--- config.mk ---
export PLATFORM = sky130hd
export DESIGN_NAME = atm_keypad_flat
export DESIGN_NICKNAME = d
export VERILOG_FILES = /design/src/rtl/atm_pkg.sv /design/src/rtl/atm_keypad_if.sv /design/src/rtl/keypad_debounce.sv /design/src/rtl/atm_keypad.sv /design/src/flat_wrapper.sv
export SDC_FILE = /design/constraint.sdc
export NUM_CORES = 1
export LEC_CHECK = 0
export CORE_ASPECT_RATIO = 0.8
export CORE_UTILIZATION = 35
export CTS_CLUSTER_SIZE = 40
export DETAILED_ROUTE_END_ITERATION = 10
export MAX_ROUTING_LAYER = met4
export PLACE_DENSITY = 0.53
export SYNTH_ARGS = -nofsm -noshare
export SYNTH_HDL_FRONTEND = slang
export SYNTH_HIERARCHICAL = 1
export SYNTH_SLANG_ARGS = --single-unit
--- constraint.sdc ---
create_clock -name clock -period 9.7 [get_ports clock]
set_input_delay 2.91 -clock clock [delete_from_list [all_inputs] [get_ports clock]]
set_output_delay 2.91 -clock clock [all_outputs]
set_load 0.01 [all_outputs]
--- src/rtl/atm_pkg.sv ---
// Shared key-code constants and debounce state encoding for the ATM keypad.
package atm_pkg;

  localparam logic [3:0] KEY_CLEAR     = 4'd10;
  localparam logic [3:0] KEY_ENTER     = 4'd11;
  localparam logic [3:0] KEY_BACKSPACE = 4'd12;

  typedef enum logic [1:0] {
    ST_IDLE    = 2'd0,
    ST_PRESS   = 2'd1,
    ST_HELD    = 2'd2,
    ST_RELEASE = 2'd3
  } deb_state_t;

  function automatic logic is_digit(input logic [3:0] code);
    return code <= 4'd9;
  endfunction

endpackage

--- src/rtl/atm_keypad_if.sv ---
// Keypad-side inputs and registered action outputs of atm_keypad.
interface atm_keypad_if;
  logic        keyValid;
  logic [3:0]  keyCode;
  logic        pinMode;
  logic        stbDigit;
  logic [3:0]  digit;
  logic        stbAmount;
  logic [31:0] amount;
  logic [3:0]  digitCount;

  modport master (
    output keyValid, keyCode, pinMode,
    input  stbDigit, digit, stbAmount, amount, digitCount
  );

  modport slave (
    input  keyValid, keyCode, pinMode,
    output stbDigit, digit, stbAmount, amount, digitCount
  );
endinterface

--- src/rtl/keypad_debounce.sv ---
// Press/release debouncer: emits a one-cycle o_keyAccept per stable press,
// with the code latched at the start of the press.
module keypad_debounce
  import atm_pkg::*;
#(
  parameter int DEBOUNCE_CYCLES = 4
) (
  input  logic       clock,
  input  logic       reset,
  input  logic       i_keyValid,
  input  logic [3:0] i_keyCode,
  output logic       o_keyAccept,
  output logic [3:0] o_keyCode
);

  localparam logic [3:0] DEB = 4'(DEBOUNCE_CYCLES);

  deb_state_t r_state, w_state_n;
  logic [3:0] r_cnt, w_cnt_n;
  logic [3:0] r_code, w_code_n;
  logic       r_accept, w_accept_n;
  logic [3:0] w_cnt_inc;

  assign w_cnt_inc = r_cnt + 4'd1;

  always_ff @(posedge clock) begin
    if (reset) begin
      r_state  <= ST_IDLE;
      r_cnt    <= 4'd0;
      r_code   <= 4'd0;
      r_accept <= 1'b0;
    end else begin
      r_state  <= w_state_n;
      r_cnt    <= w_cnt_n;
      r_code   <= w_code_n;
      r_accept <= w_accept_n;
    end
  end

  always_comb begin
    w_state_n  = r_state;
    w_cnt_n    = r_cnt;
    w_code_n   = r_code;
    w_accept_n = 1'b0;
    case (r_state)
      ST_IDLE: begin
        if (i_keyValid) begin
          w_code_n = i_keyCode;
          if (DEB <= 4'd1) begin
            w_state_n  = ST_HELD;
            w_cnt_n    = 4'd0;
            w_accept_n = 1'b1;
          end else begin
            w_state_n = ST_PRESS;
            w_cnt_n   = 4'd1;
          end
        end
      end
      ST_PRESS: begin
        // A code change mid-press is treated as a new, not-yet-stable press.
        if (i_keyValid && i_keyCode == r_code) begin
          if (w_cnt_inc >= DEB) begin
            w_state_n  = ST_HELD;
            w_cnt_n    = 4'd0;
            w_accept_n = 1'b1;
          end else begin
            w_cnt_n = w_cnt_inc;
          end
        end else begin
          w_state_n = ST_IDLE;
          w_cnt_n   = 4'd0;
        end
      end
      ST_HELD: begin
        if (!i_keyValid) begin
          if (DEB <= 4'd1) begin
            w_state_n = ST_IDLE;
            w_cnt_n   = 4'd0;
          end else begin
            w_state_n = ST_RELEASE;
            w_cnt_n   = 4'd1;
          end
        end
      end
      ST_RELEASE: begin
        if (i_keyValid) begin
          w_state_n = ST_HELD;
          w_cnt_n   = 4'd0;
        end else if (w_cnt_inc >= DEB) begin
          w_state_n = ST_IDLE;
          w_cnt_n   = 4'd0;
        end else begin
          w_cnt_n = w_cnt_inc;
        end
      end
      default: begin
        w_state_n = ST_IDLE;
        w_cnt_n   = 4'd0;
      end
    endcase
  end

  assign o_keyAccept = r_accept;
  assign o_keyCode   = r_code;

endmodule

--- src/rtl/atm_keypad.sv ---
// ATM keypad front end: debounced keys drive PIN digit strobes or a decimal
// amount accumulator. Optional BACKSPACE support via ATM_KEYPAD_BACKSPACE_EN.
module atm_keypad
  import atm_pkg::*;
#(
  parameter int DEBOUNCE_CYCLES = 4,
  parameter int MAX_DIGITS      = 9
) (
  input  logic         clock,
  input  logic         reset,
  atm_keypad_if.slave  kp
);

  localparam logic [3:0] MAXD = 4'(MAX_DIGITS);

  logic        w_accept;
  logic [3:0]  w_code;

  logic        r_stbDigit;
  logic [3:0]  r_digit;
  logic        r_stbAmount;
  logic [31:0] r_amount;
  logic [31:0] r_acc;
  logic [3:0]  r_cnt;
  logic        r_pin_prev;

  keypad_debounce #(.DEBOUNCE_CYCLES(DEBOUNCE_CYCLES)) u_deb (
    .clock       (clock),
    .reset       (reset),
    .i_keyValid  (kp.keyValid),
    .i_keyCode   (kp.keyCode),
    .o_keyAccept (w_accept),
    .o_keyCode   (w_code)
  );

  always_ff @(posedge clock) begin
    if (reset) begin
      r_stbDigit  <= 1'b0;
      r_digit     <= 4'd0;
      r_stbAmount <= 1'b0;
      r_amount    <= 32'd0;
      r_acc       <= 32'd0;
      r_cnt       <= 4'd0;
      r_pin_prev  <= kp.pinMode;
    end else begin
      r_stbDigit  <= 1'b0;
      r_stbAmount <= 1'b0;
      r_pin_prev  <= kp.pinMode;
      // A mode switch wins over any key accepted in the same cycle.
      if (kp.pinMode != r_pin_prev) begin
        r_acc <= 32'd0;
        r_cnt <= 4'd0;
      end else if (w_accept) begin
        if (is_digit(w_code)) begin
          if (kp.pinMode) begin
            r_stbDigit <= 1'b1;
            r_digit    <= w_code;
          end else if (r_cnt < MAXD) begin
            r_acc <= r_acc * 32'd10 + {28'd0, w_code};
            r_cnt <= r_cnt + 4'd1;
          end
        end else begin
          case (w_code)
            KEY_CLEAR: begin
              r_acc <= 32'd0;
              r_cnt <= 4'd0;
            end
            KEY_ENTER: begin
              if (!kp.pinMode && r_cnt != 4'd0) begin
                r_amount    <= r_acc;
                r_stbAmount <= 1'b1;
                r_acc       <= 32'd0;
                r_cnt       <= 4'd0;
              end
            end
`ifdef ATM_KEYPAD_BACKSPACE_EN
            KEY_BACKSPACE: begin
              if (!kp.pinMode && r_cnt != 4'd0) begin
                r_acc <= r_acc / 32'd10;
                r_cnt <= r_cnt - 4'd1;
              end
            end
`endif
            default: ;
          endcase
        end
      end
    end
  end

  assign kp.stbDigit   = r_stbDigit;
  assign kp.digit      = r_digit;
  assign kp.stbAmount  = r_stbAmount;
  assign kp.amount     = r_amount;
  assign kp.digitCount = r_cnt;

endmodule

--- src/flat_wrapper.sv ---
// flat-port wrapper written by rule: the top's interface ports become plain ports
module atm_keypad_flat import atm_pkg::*;
#(
  parameter int DEBOUNCE_CYCLES = 4,
  parameter int MAX_DIGITS      = 9
)
  (clock, reset, kp_keyValid, kp_keyCode, kp_pinMode, kp_stbDigit, kp_digit, kp_stbAmount, kp_amount, kp_digitCount);
  atm_keypad_if kp_i ();
  input  logic clock;
  input  logic reset;
  input wire logic [$bits(kp_i.keyValid)-1:0] kp_keyValid;
  input wire logic [$bits(kp_i.keyCode)-1:0] kp_keyCode;
  input wire logic [$bits(kp_i.pinMode)-1:0] kp_pinMode;
  output wire logic [$bits(kp_i.stbDigit)-1:0] kp_stbDigit;
  output wire logic [$bits(kp_i.digit)-1:0] kp_digit;
  output wire logic [$bits(kp_i.stbAmount)-1:0] kp_stbAmount;
  output wire logic [$bits(kp_i.amount)-1:0] kp_amount;
  output wire logic [$bits(kp_i.digitCount)-1:0] kp_digitCount;
  assign kp_i.keyValid = kp_keyValid;
  assign kp_i.keyCode = kp_keyCode;
  assign kp_i.pinMode = kp_pinMode;
  assign kp_stbDigit = kp_i.stbDigit;
  assign kp_digit = kp_i.digit;
  assign kp_stbAmount = kp_i.stbAmount;
  assign kp_amount = kp_i.amount;
  assign kp_digitCount = kp_i.digitCount;
  atm_keypad #(.DEBOUNCE_CYCLES(DEBOUNCE_CYCLES), .MAX_DIGITS(MAX_DIGITS)) u_core (.clock(clock), .reset(reset), .kp(kp_i));
endmodule
Word-level counts from Yosys, hierarchy flattened
Index checks and enable logic that the tools add are counted.

Input port bits: 8. Logic and storage cells: 80. Register bits: 86.

Reduce and logical (&&, ||, !) cells: 16. Add/sub/neg operators: 3. Bitwise operators: 6. Order comparisons: 3. Equal/unequal tests: 14. Multiply operators: 1. Multiplexer cells: 26.

Operator list (number): $mux W32 (4); $pmux W32 S2 (1); $mux W4 (9); $add A32 B4 Y32 (1); $mul A32 B3 Y31 const B (1); $pmux W4 S4 (1); $mux W2 (6); $reduce_and A5 Y1 (2); $add A4 B1 Y4 const B (2); $eq A4 B4 Y1 const B (2); $ne A2 B2 Y1 const B (4); $pmux W2 S4 (1); $pmux W4 S2 (1); $reduce_and A4 Y1 (2); $ne A3 B3 Y1 const B (2); $not A1 Y1 (6); $reduce_or A5 Y1 (1); $eq A2 B2 Y1 const B (2); $eq A4 B4 Y1 (1); $ge A4 B3 Y1 const B (1); $le A4 B4 Y1 const B (1); $lt A4 B4 Y1 const B (1); $reduce_and A2 Y1 (2); $reduce_bool A4 Y1 (1); 11 further kinds (14).

Depth between registers and ports, before layout
Depth in word-level cells: 5. Gate-level depth with buffers: 15. Mapped depth without buffers: 13.

Modules after synthesis
Netlist, hierarchy kept.

Modules (own cells, without submodules): atm_keypad (instances 1, cells an instance 641, area each 5144.9 um2); keypad_debounce (instances 1, cells an instance 54, area each 509.2 um2).

Worst setup path after synthesis
OpenSTA, ideal clock, no wires.

Path type: input port to flip-flop. Start point: input port kp_pinMode. End point: register u_core.r_amount[21], in the netlist u_core/kp.amount[21]. Arrival time: 4274 ps. Path slack: 5355 ps. Stages: 7. Data required time: 9629 ps. Buffers on the path: 2. Setup time: 71 ps. Cells stage by stage: ha_1 -> nor4bb_1 -> and3_1 -> clkbuf_1 -> clkbuf_1 -> nand2_1 -> a21oi_1.

Longest elaborated chain between the ends: 3.

Ends and longest elaborated chain: from (decl) (RTL line flat_wrapper.sv:13) `input wire logic [$bits(kp_i.pinMode)-1:0] kp_pinMode;`; $ne A1 B1 Y1 or $logic_not A1 Y1 (tied branches) (RTL line atm_keypad.sv:50, atm_keypad.sv:69); $not A1 Y1 (no source line) or $logic_and A1 B1 Y1 (tied branches); $reduce_and A5 Y1 (no source line) *; to (signal assigned) (RTL line atm_keypad.sv:70) `r_amount <= r_acc;`; to (decl) (RTL line atm_keypad.sv:22) `logic [31:0] r_amount;`.

Every way passes the cells marked *; elsewhere a longest branch is shown, timed or not. A chain may end at the register's enable or synchronous reset.

Worst setup path in the final report
Start point: input port kp_pinMode. End point: register u_core.r_cnt[2], in the netlist u_core/kp.digitCount[2].

Longest elaborated chain between the ends: 4.

Ends and longest elaborated chain: $logic_not A1 Y1 (RTL line atm_keypad.sv:69) `if (!kp.pinMode && r_cnt != 4'd0) begin`; $logic_and A1 B1 Y1 (RTL line atm_keypad.sv:69); $ne A3 B1 Y1 (no source line); $reduce_and A5 Y1 (no source line); to (signal assigned) (RTL line atm_keypad.sv:60) `r_cnt <= r_cnt + 4'd1;`; to (decl) (RTL line atm_keypad.sv:24) `logic [3:0] r_cnt;`.

Parallel ways exist; a longest one is shown, timed or not.

==> out/results.tsv <==
stage	metric	value	unit
drt	Vias per Instance	5.33	
drt	DRC violations left	0	
flow_run	max_cap viols	0	
synth	mean post-synth cell area	8.14	um^2
critical_path	startpoint types	input port	
timing	Hold WS	0.454	ns
pwr	Worst IR Drop VDD	0.0993	mV
cells_and_area	Design Area, Final	0.00662	mm^2
timing	setup violators final	0	
place	port buffer count	49	
drt	DRT iter0 DRCs	339	
synth	Synth Instances	695	
timing	maximum clock frequency	198	MHz
floorplanning	Die Footprint	0.0167	mm^2
critical_path	CP endpoint kind	flop	
drt	final WL	14500	um
synth	YS warnings	6	
synth	post-synthesis cell type count	64	
timing	Worst Skew	0.00966	ns
timing	RSZ-0062 raised after global routing	no	
timing	final setup TNS	0	ns
clock_tree	number of setup buffers added after CTS	0	
cells_and_area	Post-Layout Cell Count	945	
critical_path	Req. time, crit path	9.97	ns
synth	Cell Area, Synth	0.00565	mm^2
clock_tree	root buf cell	clkbuf_16	
synth	Post-synth EDFFs	0	
synth	largest cells by area after synthesis	dfxtp_1 30%, ha_1 14%, nand2_1 6.8%	
critical_path	reg2reg path depth	13	
timing	worst slew pin tran	1.04	ns
floorplanning	I/O pin count	50	
cells_and_area	layout net count	797	
clock_tree	CTS tree	yes	
synth	Synth area leader	dfxtp_1	
global_route	Global Route met3 Usage	3.02	%
cells_and_area	Multi-input gate area	0.00374	mm^2
global_route	antenna violations before repair	0	
critical_path	crit path kind	input port to flop	
clock_tree	CTS sink count	86	
timing	final hold violation count	0	
drt	TritonRoute pass-1 iters	5	
floorplanning	Placeable Area	0.0158	mm^2
clock_tree	Worst-Skew Late Latency	0.34	ns
global_route	number of global-route vias before repair	4660	
cells_and_area	diodes inserted	0	
timing	max-slew violation count	0	
hold_path	hold depth	2	
timing	max_slew headroom	30.3	%
synth	Synth top area share	30.4	%
floorplanning	Die Span X	144	um
pwr	power per cell area	112	mW/mm^2
pwr	Tot Pwr	0.739	mW
timing	Period Utilization, post-route	52.0	%
synth	#FFs+latches synth	86	
global_route	largest net degree at the start of global routing	48	
clock_tree	hold_buf cts	0	
drt	post-route ant nets	0	
floorplanning	Die Span Y	116	um
clock_tree	Num CTS Buffers	9	
drt	Wirelength per Cell	15.3	um
global_route	Total GRT Usage	18.7	%
place	placed insts	929	
cells_and_area	layout overhead on the synthesized area	17.1	%
synth	syn nets	767	
place	cell area after placement	0.00631	mm^2
place	dpl hpwl	11000	um
critical_path	R2R setup slack	5.18	ns
synth	most frequent cell after synthesis	nand2_1	
hold_path	Hold Crit Endpoint	u_core/kp.amount[2]	
clock_tree	CTS clk-pin slew, worst paths	0.06	ns
floorplanning	Starting Density	35.8	%
synth	sequential fraction of the synthesis area	30.4	%
global_route	global-route wire length before repair	23800	um
critical_path	Critical R2R Capture	u_core/r_acc[28]	
synth	Async S/R FF share, synth	0	%
floorplanning	row cnt	41	
cells_and_area	layout cells sized above 1	4.93	%
cells_and_area	FF+latch area	0.00172	mm^2
synth	synth cell count leaders	103 x nand2_1, 86 x dfxtp_1, 75 x a21oi_1, 65 x nor2_1, 62 x ha_1	
clock_tree	post-cts sizing count	0	
critical_path	reg2reg start	u_core/r_acc[1]	
hold_path	Min-Delay Path Class	flop to flop	
global_route	GR Overflow Total	0	
critical_path	worst-path fanout max	33	
global_route	met1 Resource Use GR	25.9	%
status	status	finished clean	
hold_path	Hold Path Origin	u_core/kp.amount[2]	
timing	Final min period	5.04	ns
pwr	leakage power	2.62	nW
critical_path	Worst EP arrival	5.31	ns
place	Final GP Congestion	0.855	
global_route	grt met2 use	28.5	%
clock_tree	Max Root-Sink Buffers	2	
cells_and_area	number of fill cells	1652	
global_route	busiest metal layer after global routing	met2	
synth	Primary FF master, synth	dfxtp_1	
drt	vias	5038	
clock_tree	H-tree lvl count	3	
-- worst max-delay path by stage --
| stage | end | startpoint | cells after the start | slack [ns] |
|---|---|---|---|---|
| finish | u_core/kp.digitCount[2] | kp_pinMode | 9 | 4.66 |
| global placement | u_core/kp.digitCount[2] | kp_pinMode | 9 | 4.44 |
| CTS | u_core/kp.digitCount[2] | kp_pinMode | 9 | 4.69 |
| floorplan | u_core/kp.amount[21] | kp_pinMode | 7 | 5.36 |
| detailed placement | u_core/kp.digitCount[2] | kp_pinMode | 9 | 4.34 |
| global route | u_core/r_acc[13] | kp_pinMode | 9 | 4.46 |
-- cells by family after synthesis --
| family | Yosys count | synth area share (%) |
|---|---|---|
| buf+inv | 51 | 3.47 |
| xor+xnor | 54 | 8.36 |
| fa+ha+maj | 64 | 14.4 |
| flops | 86 | 30.4 |
| simple gates | 253 | 21.1 |
| mux | 7 | 1.24 |
| compound gates | 180 | 21.0 |
-- layout make-up --
class                   instances  share of cell area (%)
well taps                     215                    4.06
clock inverters                 7                    1.27
inverters                      16                   0.907
multi-input cells             558                    56.4
flip-flops and latches         86                    26.0
clock buffers                   9                    3.40
repair buffers                 54                    7.97
-- stage by stage --
stage,util (%),worst slack (ns)
final,41.9,4.66
after global routing,41.9,4.46
after CTS,41.9,4.69
after detailed placement,40.0,4.34
after global placement,40.0,4.44
after floorplan,-,5.36
-- flip-flops by register name, summed over array words and instances (netlist names) --
signal	cells
u_core/r_pin_prev	1
u_core/r_acc	32
u_core/u_deb/r_cnt	4
u_core/kp.digitCount	4
u_core/kp.digit	4
u_core/kp.stbDigit	1
u_core/kp.amount	32
u_core/u_deb/r_state	2
u_core/u_deb/o_keyCode	4
u_core/u_deb/o_keyAccept	1
u_core/kp.stbAmount	1
-- report_power, final --
part	switching, mW	internal, mW	leakage, nW
clock	0.154	0.205	0.149
combinational	0.0143	0.00781	1.78
sequential	0.00316	0.355	0.694
-- metal layers --
layer / part of all wire (%) / vias to the layer above
met3: 4.8 / 9
met4: 0.82 / 0
met1: 51 / 2378
met5: 0 / -
li1: - / 2549
met2: 43 / 102
-- worst max-delay path: stages --
cell             delay, ns
clkdlybuf4s50_1       0.49
nor2_1                0.21
o21ai_0               0.11
nand2_1               0.10
o211ai_1              0.09
buf_4                 0.25
nor2_1                0.82
nand3b_1              0.14
a21oi_1               0.17
-- cells in the final DEF (no fill, tap or decap), drive strengths merged, types with 6 or more instances in the layout --
master | synthesis | routed
o21ai | 22 | 22
a21o | 11 | 11
o211ai | 8 | 8
xnor2 | 32 | 32
and2 | 6 | 6
nand3 | 13 | 13
a22o | 8 | 8
a21oi | 75 | 75
dfxtp | 86 | 86
clkbuf | 32 | 9
nand2 | 103 | 103
a22oi | 17 | 17
clkdlybuf4s50 | 0 | 49
ha | 62 | 62
nand4 | 12 | 12
nor3 | 20 | 20
inv | 16 | 21
mux2i | 7 | 7
xor2 | 22 | 22
nor2 | 65 | 65
No activity file was read; power rests on OpenSTA's default activity.
